**src/rtl/baud_cfg_ctrl.sv**
```systemverilog
// Baud divisor programming sequencer sharing the SPART bus-write port with a TX byte source.
// Optional macro DIV_SKIP_SAME_EN: skip bus writes when a request repeats the programmed divisor.
module baud_cfg_ctrl #(
    parameter int         SETTLE_CYCLES = 4,
    parameter logic [1:0] ADDR_TX       = 2'b00,
    parameter logic [1:0] ADDR_DBL      = 2'b10,
    parameter logic [1:0] ADDR_DBH      = 2'b11
) (
    input  logic        clk,
    input  logic        rst_n,
    input  logic [15:0] divisor,
    input  logic        update,
    output logic        AK,
    input  logic        tx_req,
    input  logic [7:0]  tx_data,
    output logic        tx_grant,
    input  logic        tbr,
    output logic        iocs,
    output logic        iorw,
    output logic [1:0]  ioaddr,
    output logic [7:0]  databus_out,
    output logic [15:0] cur_divisor,
    output logic        cfg_busy,
    output logic        cfg_err
);

    localparam int CW = (SETTLE_CYCLES > 1) ? $clog2(SETTLE_CYCLES) : 1;
    localparam logic [CW-1:0] CNT_LAST = CW'(SETTLE_CYCLES - 1);

    typedef enum logic [2:0] {
        IDLE,
        ACK,
        WR_LO,
        WR_HI,
        SETTLE,
        TX_WR
    } state_t;

    state_t        state_reg;
    state_t        state_next;
    logic [15:0]   div_q_reg;
    logic [CW-1:0] cnt_reg;
    logic [15:0]   cur_divisor_reg;
    logic          skip_same;

    logic          ak_reg;
    logic          tx_grant_reg;
    logic          iocs_reg;
    logic          iorw_reg;
    logic [1:0]    ioaddr_reg;
    logic [7:0]    databus_reg;
    logic          cfg_busy_reg;
    logic          cfg_err_reg;

    logic          wr_next;
    logic [1:0]    ioaddr_next;
    logic [7:0]    databus_next;

`ifdef DIV_SKIP_SAME_EN
    // A fresh reset leaves the SPART divisor unknown, so the first request always writes.
    logic prog_done_reg;

    always_ff @(posedge clk or negedge rst_n) begin
        if (!rst_n) begin
            prog_done_reg <= 1'b0;
        end else if (state_reg == WR_HI) begin
            prog_done_reg <= 1'b1;
        end
    end

    assign skip_same = prog_done_reg && (div_q_reg == cur_divisor_reg);
`else
    assign skip_same = 1'b0;
`endif

    always_ff @(posedge clk or negedge rst_n) begin
        if (!rst_n) begin
            state_reg <= IDLE;
        end else begin
            state_reg <= state_next;
        end
    end

    always_comb begin
        state_next = state_reg;
        case (state_reg)
            IDLE: begin
                if (update) begin
                    state_next = ACK;
                end else if (tx_req && tbr) begin
                    state_next = TX_WR;
                end
            end
            ACK: begin
                if (div_q_reg == 16'd0 || skip_same) begin
                    state_next = IDLE;
                end else begin
                    state_next = WR_LO;
                end
            end
            WR_LO:   state_next = WR_HI;
            WR_HI:   state_next = SETTLE;
            SETTLE: begin
                if (cnt_reg == CNT_LAST) begin
                    state_next = IDLE;
                end
            end
            TX_WR:   state_next = IDLE;
            default: state_next = IDLE;
        endcase
    end

    // Divisor is captured as the request is accepted; it is held stable through ACK.
    always_ff @(posedge clk or negedge rst_n) begin
        if (!rst_n) begin
            div_q_reg       <= 16'd0;
            cnt_reg         <= '0;
            cur_divisor_reg <= 16'd0;
        end else begin
            if (state_reg == IDLE && update) begin
                div_q_reg <= divisor;
            end
            if (state_reg == SETTLE) begin
                cnt_reg <= cnt_reg + CW'(1);
            end else begin
                cnt_reg <= '0;
            end
            if (state_reg == WR_HI) begin
                cur_divisor_reg <= div_q_reg;
            end
        end
    end

    always_comb begin
        wr_next      = 1'b0;
        ioaddr_next  = ioaddr_reg;
        databus_next = databus_reg;
        case (state_next)
            WR_LO: begin
                wr_next      = 1'b1;
                ioaddr_next  = ADDR_DBL;
                databus_next = div_q_reg[7:0];
            end
            WR_HI: begin
                wr_next      = 1'b1;
                ioaddr_next  = ADDR_DBH;
                databus_next = div_q_reg[15:8];
            end
            TX_WR: begin
                wr_next      = 1'b1;
                ioaddr_next  = ADDR_TX;
                databus_next = tx_data;
            end
            default: begin
                wr_next = 1'b0;
            end
        endcase
    end

    // Outputs are registered from the next state so they line up with the state register.
    always_ff @(posedge clk or negedge rst_n) begin
        if (!rst_n) begin
            ak_reg       <= 1'b0;
            tx_grant_reg <= 1'b0;
            iocs_reg     <= 1'b0;
            iorw_reg     <= 1'b1;
            ioaddr_reg   <= 2'b00;
            databus_reg  <= 8'h00;
            cfg_busy_reg <= 1'b0;
            cfg_err_reg  <= 1'b0;
        end else begin
            ak_reg       <= (state_next == ACK);
            tx_grant_reg <= (state_next == TX_WR);
            iocs_reg     <= wr_next;
            iorw_reg     <= ~wr_next;
            ioaddr_reg   <= ioaddr_next;
            databus_reg  <= databus_next;
            cfg_busy_reg <= (state_next != IDLE);
            cfg_err_reg  <= (state_reg == ACK) && (div_q_reg == 16'd0);
        end
    end

    assign AK          = ak_reg;
    assign tx_grant    = tx_grant_reg;
    assign iocs        = iocs_reg;
    assign iorw        = iorw_reg;
    assign ioaddr      = ioaddr_reg;
    assign databus_out = databus_reg;
    assign cur_divisor = cur_divisor_reg;
    assign cfg_busy    = cfg_busy_reg;
    assign cfg_err     = cfg_err_reg;

endmodule
```
**config.mk**
```make
export PLATFORM = sky130hd
export DESIGN_NAME = baud_cfg_ctrl
export DESIGN_NICKNAME = d
export VERILOG_FILES = /design/src/rtl/baud_cfg_ctrl.sv
export SDC_FILE = /design/constraint.sdc
export NUM_CORES = 1
export LEC_CHECK = 0
export ABC_AREA = 1
export CAP_MARGIN = 40
export CORE_AREA = 4 4 120 65
export DETAILED_ROUTE_END_ITERATION = 6
export DIE_AREA = 0 0 124 69
export PLACE_DENSITY = 0.62
export SKIP_LAST_GASP = 1
export SLEW_MARGIN = 25
export SYNTH_ARGS = -nofsm -noshare
export SYNTH_HDL_FRONTEND = slang
export SYNTH_SLANG_ARGS = --single-unit
```
**constraint.sdc**
```tcl
create_clock -name clk -period 2.1 [get_ports clk]
set_input_delay 0.21 -clock clk [delete_from_list [all_inputs] [get_ports clk]]
set_output_delay 0.21 -clock clk [all_outputs]
set_load 0.005 [all_outputs]
```
Word-level counts from Yosys, hierarchy flattened
Cells that the tools add are included.

Flip-flop bits (word level): 53. Bits of input ports: 29. Output and inout bits: 32. Logic and storage cells: 40.

Add/sub/neg operators: 1. Equal/unequal tests: 9. Mux-type cells: 9. Bitwise logic cells: 1. Reductions and logical operators: 8.

Operator list (number): one-hot mux 8 bit (3 select lines) (1); zero test 16 bit (1); one-hot mux 3 bit (5 select lines) (1); == test 3 x 2 -> 1 bit, second input constant (4); 2-to-1 mux 3 bit (3); == test 3 x 1 -> 1 bit, second input constant (2); == test 3 bit, second input constant (2); one-hot mux 2 bit (3 select lines) (1); nonzero test 3 bit (2); 2-to-1 mux 2 bit (2); logical AND 1 bit (3); zero test 3 bit (1); OR reduction 3 bit (1); adder 2 x 1 -> 2 bit, second input constant (1); == test 2 bit, second input constant (1); 2-to-1 mux 1 bit (1); NOT 1 bit (1).

Longest topological paths before layout
Gate-level depths: netlist of the first run.

Depth in word-level cells: 8. Depth in mapped cells: 9.

Worst setup path after synthesis of the first run
Ideal clock, no wire load.

Path kind: register to register. Start: reg state_reg[1]. End: reg databus_reg[0] (netlist: databus_out[0]). Arrival: 1.118 ns. Path slack: 0.865 ns. Cell stages (with the launch flop): 8. Cell sequence: dfrtp_1 -> nor2_4 -> nand2_4 -> nor2_8 -> inv_2 -> buf_6 -> nand4_1 -> nand2_1.

Word-level cells in the longest chain between the ends: 5. Elaborated cells on any way between the ends: 14.

Ends and longest elaborated chain: start, declared (RTL line 39) `state_t state_reg;`; start signal, assigned (RTL line 80) `state_reg <= state_next;`; 2-to-1 mux 3 bit (RTL line 90) `end else if (tx_req && tbr) begin`; 2-to-1 mux 3 bit (RTL line 88) `if (update) begin`; one-hot mux 3 bit (5 select lines) (*) (RTL line 86) `case (state_reg)`; == test 3 bit or == test 3 x 2 -> 1 bit (tied branches) (RTL line 138) `case (state_next)`; one-hot mux 8 bit (3 select lines) or nonzero test 3 bit (tied branches); end signal, assigned (RTL line 177) `databus_reg <= databus_next;`; end, declared (RTL line 51) `logic [7:0] databus_reg;`.

Every way passes the cells marked *; elsewhere a longest branch is shown, timed or not. A chain may end at the register's enable or synchronous reset.

Worst setup path in the final report of the first run
Start: reg state_reg[2]. End: reg databus_reg[0] (netlist: databus_out[0]).

The elaborated chain is that of the path after synthesis.

==> results of run 1 <==
[cell usage in the layout, fill, tap and decap left out, types with 2 or more instances in the layout]
cell	synthesis	final
nand2_1	78	78
clkdlybuf4s50_1	0	59
dfrtp_1	52	52
o21ai_0	30	30
inv_1	24	24
nor2_1	21	21
nand4_1	9	9
a21oi_2	8	8
clkbuf_16	0	5
nor2_4	3	3
o21ai_1	3	3
nand3_2	2	2
nor2_2	2	2
inv_2	2	2
clkbuf_8	0	2
buf_4	3	2
[cells by family (layout without fill, tap and decap cells)]
group,count (synthesis),after routing,share of synthesized area
adder cells (fa/ha/maj),1,1,0.00543
AO/OA/AOI/OAI,42,42,0.105
buffers and inverters,37,98,0.0782
flip-flops,53,53,0.576
AND/OR/NAND/NOR,120,120,0.235
[metrics by stage]
| step | worst slack [ps] | cells |
|---|---|---|
| CTS | 468 | 406 |
| finish | 483 | 406 |
| global route | 338 | 406 |
| global placement | 424 | 397 |
| floorplan | 865 | 253 |
| detailed placement | 347 | 397 |
[critical path, delay by kind of cell, from the launching register on]
kind	cells	cell delay [ps]
and+or+nand+nor	6	690
DFF	1	420
buffers and inverters	2	380
[synthesized netlist by cell type (all sizes together), types with 3 or more instances]
library cell,instances,area (um2)
o21ai,33,165
nand2,79,304
inv,26,97.6
a21oi,8,70.1
nor2,27,145
dfrtp,52,1300
nand3,3,25.0
nand4,9,56.3
buf,10,78.8
[path summary, 6_finish.rpt]
kind / slack (ps) / cells after the start / to
max: 480 / 8 / databus_out[0]$_DFFE_PN0P_
min: 430 / 1 / cnt_reg[0]$_DFF_PN0_
max reg2reg: 480 / 8 / databus_out[0]$_DFFE_PN0P_
min reg2reg: 430 / 1 / cnt_reg[0]$_DFF_PN0_
max in group asynchronous: 1040 / 3 / iorw$_DFF_PN1_
min in group asynchronous: 440 / 2 / div_q_reg[13]$_DFFE_PN0P_
[repair_timing]
item	4_1_cts	5_1_grt
hold buffers	1	0
endpoints found under the hold margin	23	0
gates resized for setup	0	0
[power breakdown]
part | internal (uW) | switching [uW] | total [uW]
Sequential | 1470 | 282 | 1750
Clock | 505 | 347 | 852
Combinational | 844 | 946 | 1790
Total | 2820 | 1570 | 4390
[metal layers]
metal	share of wire	up-vias	global-route usage
li1	-	920	-
met1	0.48	839	0.176
met2	0.47	37	0.194
met3	0.037	5	0.0278
met4	0.013	0	0.0400
met5	0	-	0
[cell type report]
| type | count | area [um2] |
|---|---|---|
| well taps | 92 | 115 |
| fillers | 622 | 3460 |
| clock buffers | 7 | 153 |
| clock inverters | 1 | 5.00 |
| flip-flops and latches | 53 | 1330 |
| repair buffers | 64 | 641 |
| inverters | 26 | 97.6 |
| multi-input cells | 163 | 797 |
==> flow_metrics.tcl, run 1 <==
set metrics [dict create \
    leakage_uw 0.00148 \
    finalHoldViolCount 0 \
    clock_latency_ps 290 \
    status "completed" \
    syn_to_final_growth_pct 36.0 \
    final_util 0.475 \
    grt-ovfl-total 0 \
    drive_above_1_share 0.102 \
    timing.rr.start "state_reg[2]$_DFF_PN0_" \
    fin_area_um2 3140 \
    synthArstFlopShare 1.00 \
    path_class "reg -> reg" \
    ant_nets 0 \
    worst_slew_pin_slew_ps 560 \
    finalMaxSlewViolations 0 \
    grt_pass1_vias 1828 \
    grt_max_degree 34 \
    gp_congestion 0.804 \
    wl_um 5150 \
    crit_top_cell "nand2_1" \
    cp_max_fo 21 \
    place_area_um2 2970 \
    required_ps 2280 \
    synthCells 253 \
    netlist_area_um2 2300 \
    syn_nets 283 \
    grt_usage 0.126 \
    ys.warnings.count 0 \
    min_from "cnt_reg[0]$_DFF_PN0_" \
    clockBufferDepth 2 \
    ys_types 25 \
    grt_first_pass_wirelength_um 8740 \
    fp.dieW_um 124 \
    htreeDepth 2 \
    cts_inserted_buffers 5 \
    setup_viol 0 \
    die-area_um2 8560 \
    fmax_ghz 0.619 \
    post_cts_buffers 0 \
    antenna_found_initial 0 \
    crit_start "state_reg[2]$_DFF_PN0_" \
    rsz0062_at_grt "false" \
    ir_drop_v 0.000414 \
    fin_hold_ws_ps 431 \
    drc 0 \
    synth_edf_count 0 \
    slew_headroom 0.627 \
    endpoint_kind "flop" \
    vias 1801 \
    tns_ps 0 \
    ios 61 \
    die_h_um 69 \
    ys.flop_type "dfrtp_1" \
    cp_cell_sequence "inv_1 -> nand3_2 -> inv_1 -> nor2_4 -> nand2_1 -> nand2_1 -> nand2_1 -> nand2_1" \
    hp-class "reg -> reg" \
    synth-seq-cells 53 \
    antenna_cells 0 \
    cpPeakStageDelay_ps 420 \
    min_period_ps 1620 \
    viasPerCell 4.44 \
    final.setup_skew_ps 5.43 \
    powerDensity_nw_per_um2 1400 \
    avgSynthCellArea_um2 9.11 \
    start_util 0.349 \
    dr.pass1.iters 4 \
    drtIter0Drc 103 \
    power_uw 4390 \
    cts_tree "built" \
    maxCapViolCount 0 \
    synth.yosys.seq_area_share 0.576 \
    place.port_buffers 60 \
    startpoint_type "flop" \
    clkTransAtPathRegs_ps 60 \
    clock-sinks 53 \
    cp_data_arrival_time_ps 1800 \
    root_buffer "clkbuf_16" \
    period_share 0.770 \
    wl_per_cell_um 12.7 \
    cp_slowest_cell "dfrtp_1" \
    nets 343 \
    fp-row-count 21 \
    core_region_area_um2 6600 \
    place_hpwl_um 3880 \
]
(Power assumes the default switching activity.)
==> inputs of run 2 (changes only) <==
--- a/config.mk
+++ b/config.mk
@@ -10,7 +10,7 @@
 export CORE_AREA = 4 4 120 65
 export DETAILED_ROUTE_END_ITERATION = 6
 export DIE_AREA = 0 0 124 69
-export PLACE_DENSITY = 0.62
+export PLACE_DENSITY = 0.64
 export SKIP_LAST_GASP = 1
 export SLEW_MARGIN = 25
 export SYNTH_ARGS = -nofsm -noshare
==> constraint.sdc (replaced) <==
create_clock -name clk -period 1.3 [get_ports clk]
set_input_delay 0.13 -clock clk [delete_from_list [all_inputs] [get_ports clk]]
set_output_delay 0.13 -clock clk [all_outputs]
set_load 0.005 [all_outputs]
==> flow_metrics.tcl, run 2 (synthesized netlist as in run 1, its figures left out) <==
set metrics [dict create \
    slew_headroom 0.790 \
    cp_cell_sequence "nor2_1 -> nand2_1 -> nor2_2 -> nand2_2 -> nand2_4 -> nand3_4 -> nand2_1 -> nand2_1" \
    cp_data_arrival_time_ps 1510 \
    cp_slowest_cell "dfrtp_1" \
    grt_max_degree 54 \
    final_common_cell "nand2_1" \
    status "finished, violations left" \
    core_region_area_um2 6600 \
    clock_latency_ps 290 \
    die-area_um2 8560 \
    cp_max_fo 5 \
    reg2reg_depth 8 \
    drc 0 \
    leakage_uw 0.00185 \
    htreeDepth 2 \
    rsz0062_at_grt "true" \
    place_hpwl_um 4120 \
    place.port_buffers 60 \
    required_ps 1480 \
    gp_congestion 0.801 \
    nFillCells 590 \
    endpoint_kind "flop" \
    fp.dieW_um 124 \
    finalMaxSlewViolations 0 \
    antenna_cells 0 \
    start_util 0.349 \
    die_h_um 69 \
    cts_tree "built" \
    clkTransAtPathRegs_ps 70 \
    clock-sinks 53 \
    finalHoldViolCount 0 \
    root_buffer "clkbuf_16" \
    mostFrequentLayoutCells "nand2_1 (72), dfrtp_1 (49), clkdlybuf4s50_1 (37)" \
    fmax_ghz 0.755 \
    violations "negative setup slack" \
    ant_nets 0 \
    drive_above_1_share 0.214 \
    tns_ps -97.1 \
    ir_drop_v 0.000682 \
    ios 61 \
    drtIter0Drc 96 \
    powerDensity_nw_per_um2 2210 \
    period_share 1.02 \
    viasPerCell 4.48 \
    cts_inserted_buffers 5 \
    grt-ovfl-total 0 \
    cpPeakStageDelay_ps 380 \
    setup_viol 7 \
    maxCapViolCount 0 \
    crit_top_cell "nand2_1" \
    use_met3 0.0327 \
    final_util 0.526 \
    path_class "reg -> reg" \
    fp-row-count 21 \
    hp-class "in -> async" \
    dr.pass1.iters 4 \
    met1_usage 0.175 \
    final.setup_skew_ps 5.53 \
    wl_per_cell_um 13.1 \
    nets 370 \
    clockBufferDepth 2 \
    syn_to_final_growth_pct 50.4 \
    wl_um 5670 \
    min_period_ps 1330 \
    worst_slew_pin_slew_ps 313 \
    fin_ws_ps -25.3 \
    antenna_found_initial 0 \
    grt_usage 0.134 \
    grt_pass1_vias 1906 \
    vias 1938 \
    grtUsageMet2 0.217 \
    grt_first_pass_wirelength_um 9100 \
    startpoint_type "flop" \
    grt_busiest_layer "met2" \
]
-- run 2: cell types whose count changed in the layout (fill, tap and decap cells not counted), moves of 5 or more --
cell | before | now
nand2_2 | 0 | 5
buf_4 | 2 | 22
nand2_1 | 78 | 72
clkdlybuf4s50_1 | 59 | 37
dlygate4sd2_1 | 0 | 7
dlymetal6s2s_1 | 0 | 15
-- run 2: where the power goes --
| part | switching [uW] | total [uW] | internal [uW] |
|---|---|---|---|
| combinational | 1830 | 3600 | 1770 |
| sequential | 403 | 2780 | 2380 |
| clock | 586 | 1290 | 707 |
| total | 2820 | 7670 | 4850 |
-- run 2: final timing paths --
kind                       slack (ps)                    endpoint                     start
setup / recovery                  -30  databus_out[6]$_DFFE_PN0P_  div_q_reg[7]$_DFFE_PN0P_
hold / removal                    360  cur_divisor[8]$_DFFE_PN0N_                     rst_n
setup reg to reg                  -30  databus_out[6]$_DFFE_PN0P_  div_q_reg[7]$_DFFE_PN0P_
hold reg to reg                   440        cnt_reg[0]$_DFF_PN0_      cnt_reg[0]$_DFF_PN0_
max in group asynchronous         640              iorw$_DFF_PN1_                     rst_n
min in group clk                  390   div_q_reg[14]$_DFFE_PN0P_               divisor[14]
-- run 2: area by class of cell --
| class | instances | area [um2] | area share |
|---|---|---|---|
| Timing Repair Buffer | 90 | 922 | 0.266 |
| Tap cell | 92 | 115 | 0.0332 |
| Clock buffer | 5 | 125 | 0.0361 |
| Clock inverter | 3 | 17.5 | 0.00505 |
| Sequential cell | 53 | 1330 | 0.384 |
| Inverter | 26 | 100 | 0.0289 |
| Multi-Input combinational cell | 164 | 855 | 0.247 |
-- run 2: layer usage --
metal | up-vias | wire length, um
li1 | 976 | -
met5 | - | 0
met1 | 918 | 2630
met2 | 36 | 2700
met4 | 0 | 95
met3 | 8 | 243
-- run 2: repair_timing --
item | 4_1_cts | 5_1_grt
pin swaps | 4 | 4
resized for setup | 16 | 31
hold buffers | 1 | 0
cloned | 2 | 0
hold endpoints to repair | 52 | 0
endpoints found under the setup margin | 28 | 48
buffers inserted | 2 | 7
-- run 2: per-stage QoR --
step	instance area, um2	power [uW]	worst slack [ps]	hold WS (ps)	std cells
final	3470	7670	-25.3	364	433
after global routing	3470	8250	-114	396	433
after detailed placement	3130	6140	-301	147	413
after global placement	3130	6050	-182	140	413
after floorplan	2300	4450	65.2	-166	253
after CTS	3330	7530	-12.3	377	426
-- run 2: worst max-delay path: cells and delay by family, from the launching register on --
family	cells	cell delay, ps
AND/OR/NAND/NOR	8	840
flip-flops	1	380
==> inputs of run 3 (changes only) <==
--- a/config.mk
+++ b/config.mk
@@ -6,7 +6,6 @@
 export NUM_CORES = 1
 export LEC_CHECK = 0
 export ABC_AREA = 1
-export CAP_MARGIN = 40
 export CORE_AREA = 4 4 120 65
 export DETAILED_ROUTE_END_ITERATION = 6
 export DIE_AREA = 0 0 124 69
==> results of run 3 <==
The final DEF is identical to that of run 2; final timing and power are the same.
